--- src/rtl/hazard_ctrl.sv ---
// hazard_ctrl -- pipeline hazard controller for a five-stage load/store core.
//
// Purpose
//   Detects load-use hazards between decode and execute. Flushes the younger
//   stages when a branch resolves taken in the memory stage. Freezes the whole
//   pipe while data memory is busy. Latches a sticky timeout error when memory
//   stays busy for MAX_WAIT consecutive cycles; only reset clears that error.
//   All enables and flushes are combinational, so a stall or flush takes
//   effect in the same cycle as the event that causes it.
//
// Ports
//   clk, rst_n            rising-edge clock, asynchronous active-low reset
//   id_rn, id_rm          source register fields of the decode instruction
//   id_uses_rm            decode instruction actually reads id_rm
//   ex_memRead, ex_rd     load flag and destination of the execute instruction
//   mem_branch_taken      branch resolved taken in the memory stage
//   mem_busy              data memory cannot complete this cycle
//   pc_en .. ex_mem_en    load enables for the PC and pipeline registers
//   *_flush               pipeline register loads a bubble on the next edge
//   state                 RUN=0, BUBBLE=1, MEM_WAIT=2, ERROR=3
//   timeout_err           sticky memory-timeout flag
//   stall_cnt, flush_cnt  saturating performance counters
//
// Build option
//   HAZARD_CTRL_PERF_EN   when defined, the performance counters are
//                         implemented. When it is undefined, both counters
//                         are tied to zero.
//
// State table
//   state    | meaning
//   RUN      | normal flow; branch, busy and load-use events are all honoured
//   BUBBLE   | one load-use bubble already inserted; load-use is ignored
//   MEM_WAIT | memory busy streak in progress, counted in wait_q
//   ERROR    | memory timeout; pipe frozen until reset

module hazard_ctrl #(
    parameter int MAX_WAIT = 15,
    parameter int CNT_W    = 16
) (
    input  logic             clk,
    input  logic             rst_n,
    input  logic [4:0]       id_rn,
    input  logic [4:0]       id_rm,
    input  logic             id_uses_rm,
    input  logic             ex_memRead,
    input  logic [4:0]       ex_rd,
    input  logic             mem_branch_taken,
    input  logic             mem_busy,
    output logic             pc_en,
    output logic             if_id_en,
    output logic             id_ex_en,
    output logic             ex_mem_en,
    output logic             if_id_flush,
    output logic             id_ex_flush,
    output logic             ex_mem_flush,
    output logic             mem_wb_flush,
    output logic [1:0]       state,
    output logic             timeout_err,
    output logic [CNT_W-1:0] stall_cnt,
    output logic [CNT_W-1:0] flush_cnt
);

    typedef enum logic [1:0] {
        S_RUN      = 2'd0,
        S_BUBBLE   = 2'd1,
        S_MEM_WAIT = 2'd2,
        S_ERROR    = 2'd3
    } state_t;

    localparam logic [8:0] MAX_WAIT_C = 9'(MAX_WAIT);

    state_t     state_q, state_d;
    logic [7:0] wait_q, wait_d;
    logic       timeout_q, timeout_d;
    logic       load_use;
    logic [8:0] wait_sum;

    // XZR (register 31) is never a real producer, so it never hazards.
    assign load_use = ex_memRead && (ex_rd != 5'd31) &&
                      ((ex_rd == id_rn) || (id_uses_rm && (ex_rd == id_rm)));

    // Length of the busy streak including the current cycle.
    assign wait_sum = (state_q == S_MEM_WAIT) ? ({1'b0, wait_q} + 9'd1) : 9'd1;

    // State register
    always_ff @(posedge clk or negedge rst_n) begin
        if (!rst_n) begin
            state_q   <= S_RUN;
            wait_q    <= '0;
            timeout_q <= 1'b0;
        end else begin
            state_q   <= state_d;
            wait_q    <= wait_d;
            timeout_q <= timeout_d;
        end
    end

    // Next-state logic. A branch wins over busy so that the flush is never
    // lost. MEM_WAIT with memory ready follows the RUN rules in the same cycle.
    always_comb begin
        state_d   = state_q;
        wait_d    = '0;
        timeout_d = timeout_q;
        if (state_q == S_ERROR) begin
            state_d = S_ERROR;
            wait_d  = wait_q;
        end else if (mem_branch_taken) begin
            state_d = S_RUN;
        end else if (mem_busy) begin
            wait_d = wait_sum[7:0];
            if (wait_sum >= MAX_WAIT_C) begin
                state_d   = S_ERROR;
                timeout_d = 1'b1;
            end else begin
                state_d = S_MEM_WAIT;
            end
        end else if (load_use && (state_q != S_BUBBLE)) begin
            state_d = S_BUBBLE;
        end else begin
            state_d = S_RUN;
        end
    end

    // Output logic. While reset is asserted, the outputs are forced to the idle
    // pattern, whatever the inputs are.
    always_comb begin
        pc_en        = 1'b1;
        if_id_en     = 1'b1;
        id_ex_en     = 1'b1;
        ex_mem_en    = 1'b1;
        if_id_flush  = 1'b0;
        id_ex_flush  = 1'b0;
        ex_mem_flush = 1'b0;
        mem_wb_flush = 1'b0;
        if (rst_n) begin
            if (state_q == S_ERROR) begin
                pc_en     = 1'b0;
                if_id_en  = 1'b0;
                id_ex_en  = 1'b0;
                ex_mem_en = 1'b0;
            end else if (mem_branch_taken) begin
                if_id_flush  = 1'b1;
                id_ex_flush  = 1'b1;
                ex_mem_flush = 1'b1;
            end else if (mem_busy) begin
                pc_en        = 1'b0;
                if_id_en     = 1'b0;
                id_ex_en     = 1'b0;
                ex_mem_en    = 1'b0;
                mem_wb_flush = 1'b1;
            end else if (load_use && (state_q != S_BUBBLE)) begin
                pc_en       = 1'b0;
                if_id_en    = 1'b0;
                id_ex_flush = 1'b1;
            end
        end
    end

    assign state       = state_q;
    assign timeout_err = timeout_q;

`ifdef HAZARD_CTRL_PERF_EN
    logic [CNT_W-1:0] stall_q, stall_d;
    logic [CNT_W-1:0] flush_q, flush_d;
    logic             branch_evt;

    assign branch_evt = mem_branch_taken && (state_q != S_ERROR);

    always_comb begin
        stall_d = stall_q;
        flush_d = flush_q;
        if (!pc_en && (stall_q != {CNT_W{1'b1}})) begin
            stall_d = stall_q + 1'b1;
        end
        if (branch_evt && (flush_q != {CNT_W{1'b1}})) begin
            flush_d = flush_q + 1'b1;
        end
    end

    always_ff @(posedge clk or negedge rst_n) begin
        if (!rst_n) begin
            stall_q <= '0;
            flush_q <= '0;
        end else begin
            stall_q <= stall_d;
            flush_q <= flush_d;
        end
    end

    assign stall_cnt = stall_q;
    assign flush_cnt = flush_q;
`else
    assign stall_cnt = '0;
    assign flush_cnt = '0;
`endif

endmodule

--- config.mk ---
export PLATFORM = sky130hd
export DESIGN_NAME = hazard_ctrl
export DESIGN_NICKNAME = d
export VERILOG_FILES = /design/src/rtl/hazard_ctrl.sv
export SDC_FILE = /design/constraint.sdc
export NUM_CORES = 1
export LEC_CHECK = 0
export BUFFER_PORTS_ARGS = -buffer_cell sky130_fd_sc_hd__buf_2
export CAP_MARGIN = 20
export CORE_MARGIN = 2
export CORE_UTILIZATION = 40
export CTS_BUF_LIST = sky130_fd_sc_hd__clkbuf_8 sky130_fd_sc_hd__clkbuf_16
export CTS_CLUSTER_DIAMETER = 40
export DETAILED_ROUTE_END_ITERATION = 10
export PLACE_DENSITY = 0.73
export SETUP_SLACK_MARGIN = 0.1
export SYNTH_ARGS = -nofsm -noshare
export SYNTH_HDL_FRONTEND = slang
export SYNTH_SLANG_ARGS = --single-unit
--- constraint.sdc ---
create_clock -name clk -period 2.1 [get_ports clk]
set_input_delay 0.315 -clock clk [delete_from_list [all_inputs] [get_ports clk]]
set_output_delay 0.315 -clock clk [all_outputs]
set_load 0.02 [all_outputs]
# After elaboration in Yosys (flattened, before gate mapping)
# Index checks and enable logic that the tools add are counted.
[classes] n_eq_ne=6 magnitude_cmp=1 n_addsub=1 muxes=29 n_bitwise=2 n_reduce_logical=6
[op_table] operator="two-way mux 1 bit" count=23
[op_table] operator="two-way mux 8 bit" count=2
[op_table] operator="== test 5 bit" count=2
[op_table] operator="adder 8 x 1 -> 9 bit, second input constant" count=1
[op_table] operator="greater-or-equal comparator 9 x 4 -> 1 bit, second input constant" count=1
[op_table] operator="two-way mux 9 bit" count=1
[op_table] operator="two-way mux 2 bit" count=3
[op_table] operator="inequality test 5 bit, second input constant" count=1
[op_table] operator="== test 2 bit, second input constant" count=2
[op_table] operator="logical AND 1 bit" count=4
[op_table] operator="AND reduction 4 bit" count=1
[op_table] operator="inequality test 2 x 1 -> 1 bit, second input constant" count=1
[op_table] operator="NOT 1 bit" count=2
[op_table] operator="logical OR 1 bit" count=1
[word_totals] wordCells=48 out_inout_bits=43 reg_bits=11

# Logic depth before layout (Yosys ltp)
[depth] depth_word=10 mapped_depth=6

# Worst setup path before layout
# Ideal clock, no wire load.
[synth_path] path_kind="register to output" from="register state_q[0] (netlist: state[0])" to="output port pc_en" setup_slack_ps=-126 t_arrival_ps=1911 path_stages_with_launch=7 path_buffers=2 t_required_ps=1785 cell_sequence="dfrtp_1 -> clkbuf_1 -> inv_1 -> o21ai_0 -> nor4_1 -> o21ai_0 -> buf_4"
[synth_via] elab_chain_cells=7 elab_cells_between_ends=8 classes_between="eq/ne (2); mux (5); reduce/logical (1)"
[synth_lines] item="from (decl)" line_no="72" text="state_t state_q, state_d;"
[synth_lines] item="from (signal assigned)" line_no="92" text="state_q <= state_d;"
[synth_lines] item="inequality test 2 x 1 -> 1 bit" line_no="151" text="end else if (load_use && (state_q != S_BUBBLE)) begin"
[synth_lines] item="logical AND 1 bit" line_no="151"
[synth_lines] item="two-way mux 1 bit (3 in series)"
[synth_lines] item="two-way mux 1 bit (*) (2 in series)"
[synth_lines] item="to (decl)" line_no="49" text="output logic pc_en,"
# Every way passes the cells marked *; elsewhere a longest branch is shown, timed or not.

# Worst setup path after layout
[layout_path] from="input port id_rm[3]" to="output port id_ex_flush"
[layout_via] elab_chain_cells=10
[layout_lines] item="from (decl)" line_no="43" text="input logic [4:0] id_rm,"
[layout_lines] item="== test 5 bit" line_no="80" text="((ex_rd == id_rn) || (id_uses_rm && (ex_rd == id_rm)));"
[layout_lines] item="logical AND 1 bit" line_no="80"
[layout_lines] item="logical OR 1 bit" line_no="80"
[layout_lines] item="logical AND 1 bit" line_no="79" text="assign load_use = ex_memRead && (ex_rd != 5'd31) &&"
[layout_lines] item="logical AND 1 bit" line_no="151"
[layout_lines] item="two-way mux 1 bit" line_no="151"
[layout_lines] item="two-way mux 1 bit" line_no="145" text="end else if (mem_busy) begin"
[layout_lines] item="two-way mux 1 bit" line_no="141" text="end else if (mem_branch_taken) begin"
[layout_lines] item="two-way mux 1 bit" line_no="136" text="if (state_q == S_ERROR) begin"
[layout_lines] item="two-way mux 1 bit" line_no="135" text="if (rst_n) begin"
[layout_lines] item="to (decl)" line_no="54" text="output logic id_ex_flush,"
# Every way passes these cells.

==> metrics.txt <==
status=complete, but fails checks; failing checks=negative setup slack; count of final max-slew check failures=0; Leak=approximately 0.65 nW; Synth cell types=33; Post-synth EDFFs=0; Register Area=~280 um2; Reg power frac=between 30 and 40%; max incr delay on CP=0.54 ns; vias in the first global route=about 870; CP Depth=7; Final period util=105%; total number of vias=a little over 1000; Post-Synthesis Cells=135; worst skew pair latency=around 0.24 ns; sw frac=between 30% and 40%; Antenna diodes=0; largest net degree at the start of global routing=13; Worst Setup SP=id_rm[3]; worst hold-check slack=between 0.07 and 0.08 ns; WP data arrival=about 1.9 ns; peak supply drop=0.453 mV; CP bufs+invs=2; Fmax=approximately 0.46 GHz; initial antenna violation count=0; FF-to-FF path depth=6; Starting Density=42.9%; Worst R2R End=state[0]; mapped cell area=roughly 1100 um2; max-cap violations=0; Mapped Avg Cell Area=7.94 um2; internal power=approximately 0.00039 W; Final ANT Viol Nets=0; DRT iter0 DRCs=36; Chip Height=about 56 um; top cell type by total area after synthesis=dfrtp_1; Req. time, crit path=about 1.8 ns; Synth warnings=0; crit path time final=approximately 2.2 ns; Ports=64; first drt pass iteration count=4; Setup crit end=id_ex_flush; total track usage=between 10% and 20%; CP Class=in2out; Syn-to-layout area delta=21.8%; multi-input combinational cell area=about 660 um2; crit path cell chain=buf_6 > xor2_1 > nor4_2 > a32oi_1 > or4_4 > a21oi_2 > buf_4; final hold violation count=0; fin worst setup slack=-0.0952 ns; CTS tree=yes; top-count cell post-synth=buf_4; chip width=about 56 um; Combinational Power Share=25.7%; flops & latches, synth=11; share of cells above drive strength 1=approximately 30%; Clk network pwr share=~37%; vias per inst=approximately 5; min-delay worst type=in2async; Crit. End Element=output pin; Power Density=about 440 nW/um2; first-pass GRT wire length=around 3.9 mm; Rows=18; P_sw=roughly 0.00018 W; CTS HTree Levels=1; Commonest cells post-synth=buf_4 (35), o21ai_0 (12), dfrtp_1 (11), nand2_1 (10), xor2_1 (9); worst slack, placed=-0.208 ns; startpoint types=input port; # fillers=about 240; die area=approximately 3100 um2; Nets=slightly below 200; Main synth FF type=dfrtp_1; slowest stage cell on the critical path=or4_4; post-synthesis sequential area ratio=between 20% and 30%; port bufs=31; clk root buf=clkbuf_8; core area=2500 um2; Worst Skew=between 0.006 and 0.007 ns; Routed WL=roughly 2.5 mm; CP Max Fanout=2; final core utilization=between 50% and 60%; drc violations=0; clock slew at reported path FFs=roughly 0.05 ns; largest delay contributor family on the critical path=simple AND/OR/NAND/NOR gates; total CTS buffers=3; CTS Buffer Depth=2; RSZ-0062 raised after global routing=true; register-to-register setup slack=between 0.2 and 0.25 ns; Yosys top cell area share=about a quarter; ranking of synthesized cells by area=dfrtp_1 (26%), buf_4 (25%), xor2_1 (7.4%); worst r2r src=wait_q[0]; global placement routability congestion=around 0.9; Routed WL per cell=12.4 um; Async S/R FF share, synth=100%; final setup fails=3; GR Overflow Total=0; HPWL Detailed=1.86 mm; CTS Sinks=11
## final cells by class
type / instances / area share, %
sequential: 11 / 21.1
multi-input combinational: 113 / 50.7
timing repair buffer: 41 / 21.4
tap: 30 / 2.87
clock inverter: 1 / 0.287
clock buffer: 3 / 3.16
inverter: 2 / 0.575
## repair_timing
| action | 4_1_cts | 5_1_grt |
|---|---|---|
| gates resized for setup | 11 | 6 |
| pin swaps | 6 | 6 |
| endpoints found under the hold margin | 3 | 0 |
| buffers inserted | 2 | 1 |
| endpoints found under the setup margin | 3 | 3 |
| hold buffers | 1 | 0 |
## flip-flops by register name, indices dropped and copies added, names as in the netlist
| name | count |
|---|---|
| wait_q | 8 |
| state | 2 |
| timeout_err | 1 |
## worst min path at each step
stage                endpoint  slack, ns  depth (start not counted)
CTS                 wait_q[5]       0.07                          2
floorplan            state[0]       0.02                          0
finish              wait_q[7]       0.07                          2
detailed placement   state[0]       0.16                          1
global placement    wait_q[1]       0.15                          1
global route        wait_q[5]       0.08                          2
## power groups by stage
stage | sequential [W] | clock (W) | combinational (W)
6_report | 0.000212 | 0.000210 | 0.000146
5_1_grt | 0.000212 | 0.000230 | 0.000157
4_1_cts | 0.000212 | 0.000214 | 0.000137
3_5_place_dp | 0.000216 | 0 | 0.000124
3_3_place_gp | 0.000216 | 0 | 0.000121
2_1_floorplan | 0.000216 | 0 | 0.000128
## cell families (layout without fill, tap and decap cells)
group           after synthesis  after routing  share of synthesized area (%)
fa+ha+maj                     1              1                           1.17
mux                           1              1                          0.934
xor+xnor                     10             10                           8.17
flops                        11             11                           25.7
other cells                   1             32                          0.350
buf+inv                      42             47                           27.0
compound gates               28             28                           17.0
simple gates                 41             41                           19.7
## cells in the final DEF (no fill, tap or decap), types with 4 or more instances in the layout
master	synthesis	final
nor2_1	8	8
o21ai_0	12	11
nand2_1	10	10
buf_2	0	23
xor2_1	9	8
dfrtp_1	11	11
conb_1	1	32
buf_6	0	7
a31oi_1	4	4
a21boi_0	4	4
nand3_1	4	4
buf_4	35	10
## worst register-to-register path, delay by kind of cell, from the launching register on
| kind | cells | cell delay, ns |
|---|---|---|
| adders and majority gates | 1 | 0.28 |
| and+or+nand+nor | 1 | 0.24 |
| AOI/OAI and AO/OA | 4 | 0.82 |
| DFF | 1 | 0.41 |
## stage by stage
| stage | instances | TNS (ns) | instance area, um2 | total power (W) |
|---|---|---|---|---|
| after global routing | 201 | -0.366 | 1310 | 0.000599 |
| final | 201 | -0.207 | 1310 | 0.000569 |
| after floorplan | 166 | 0 | 1190 | 0.000343 |
| after global placement | 193 | -0.0508 | 1150 | 0.000337 |
| after detailed placement | 193 | -0.208 | 1150 | 0.000340 |
| after CTS | 200 | -0.0915 | 1270 | 0.000564 |
## per-layer routing
| layer | vias to the layer above | GRT usage (%) | part of all wire (%) |
|---|---|---|---|
| met5 | - | 0 | 0 |
| met4 | 0 | 6.97 | 0.96 |
| met3 | 4 | 5.81 | 8.4 |
| met2 | 53 | 28.2 | 53 |
| met1 | 482 | 17.1 | 38 |
| li1 | 468 | - | - |
(Power assumes the default switching activity.)
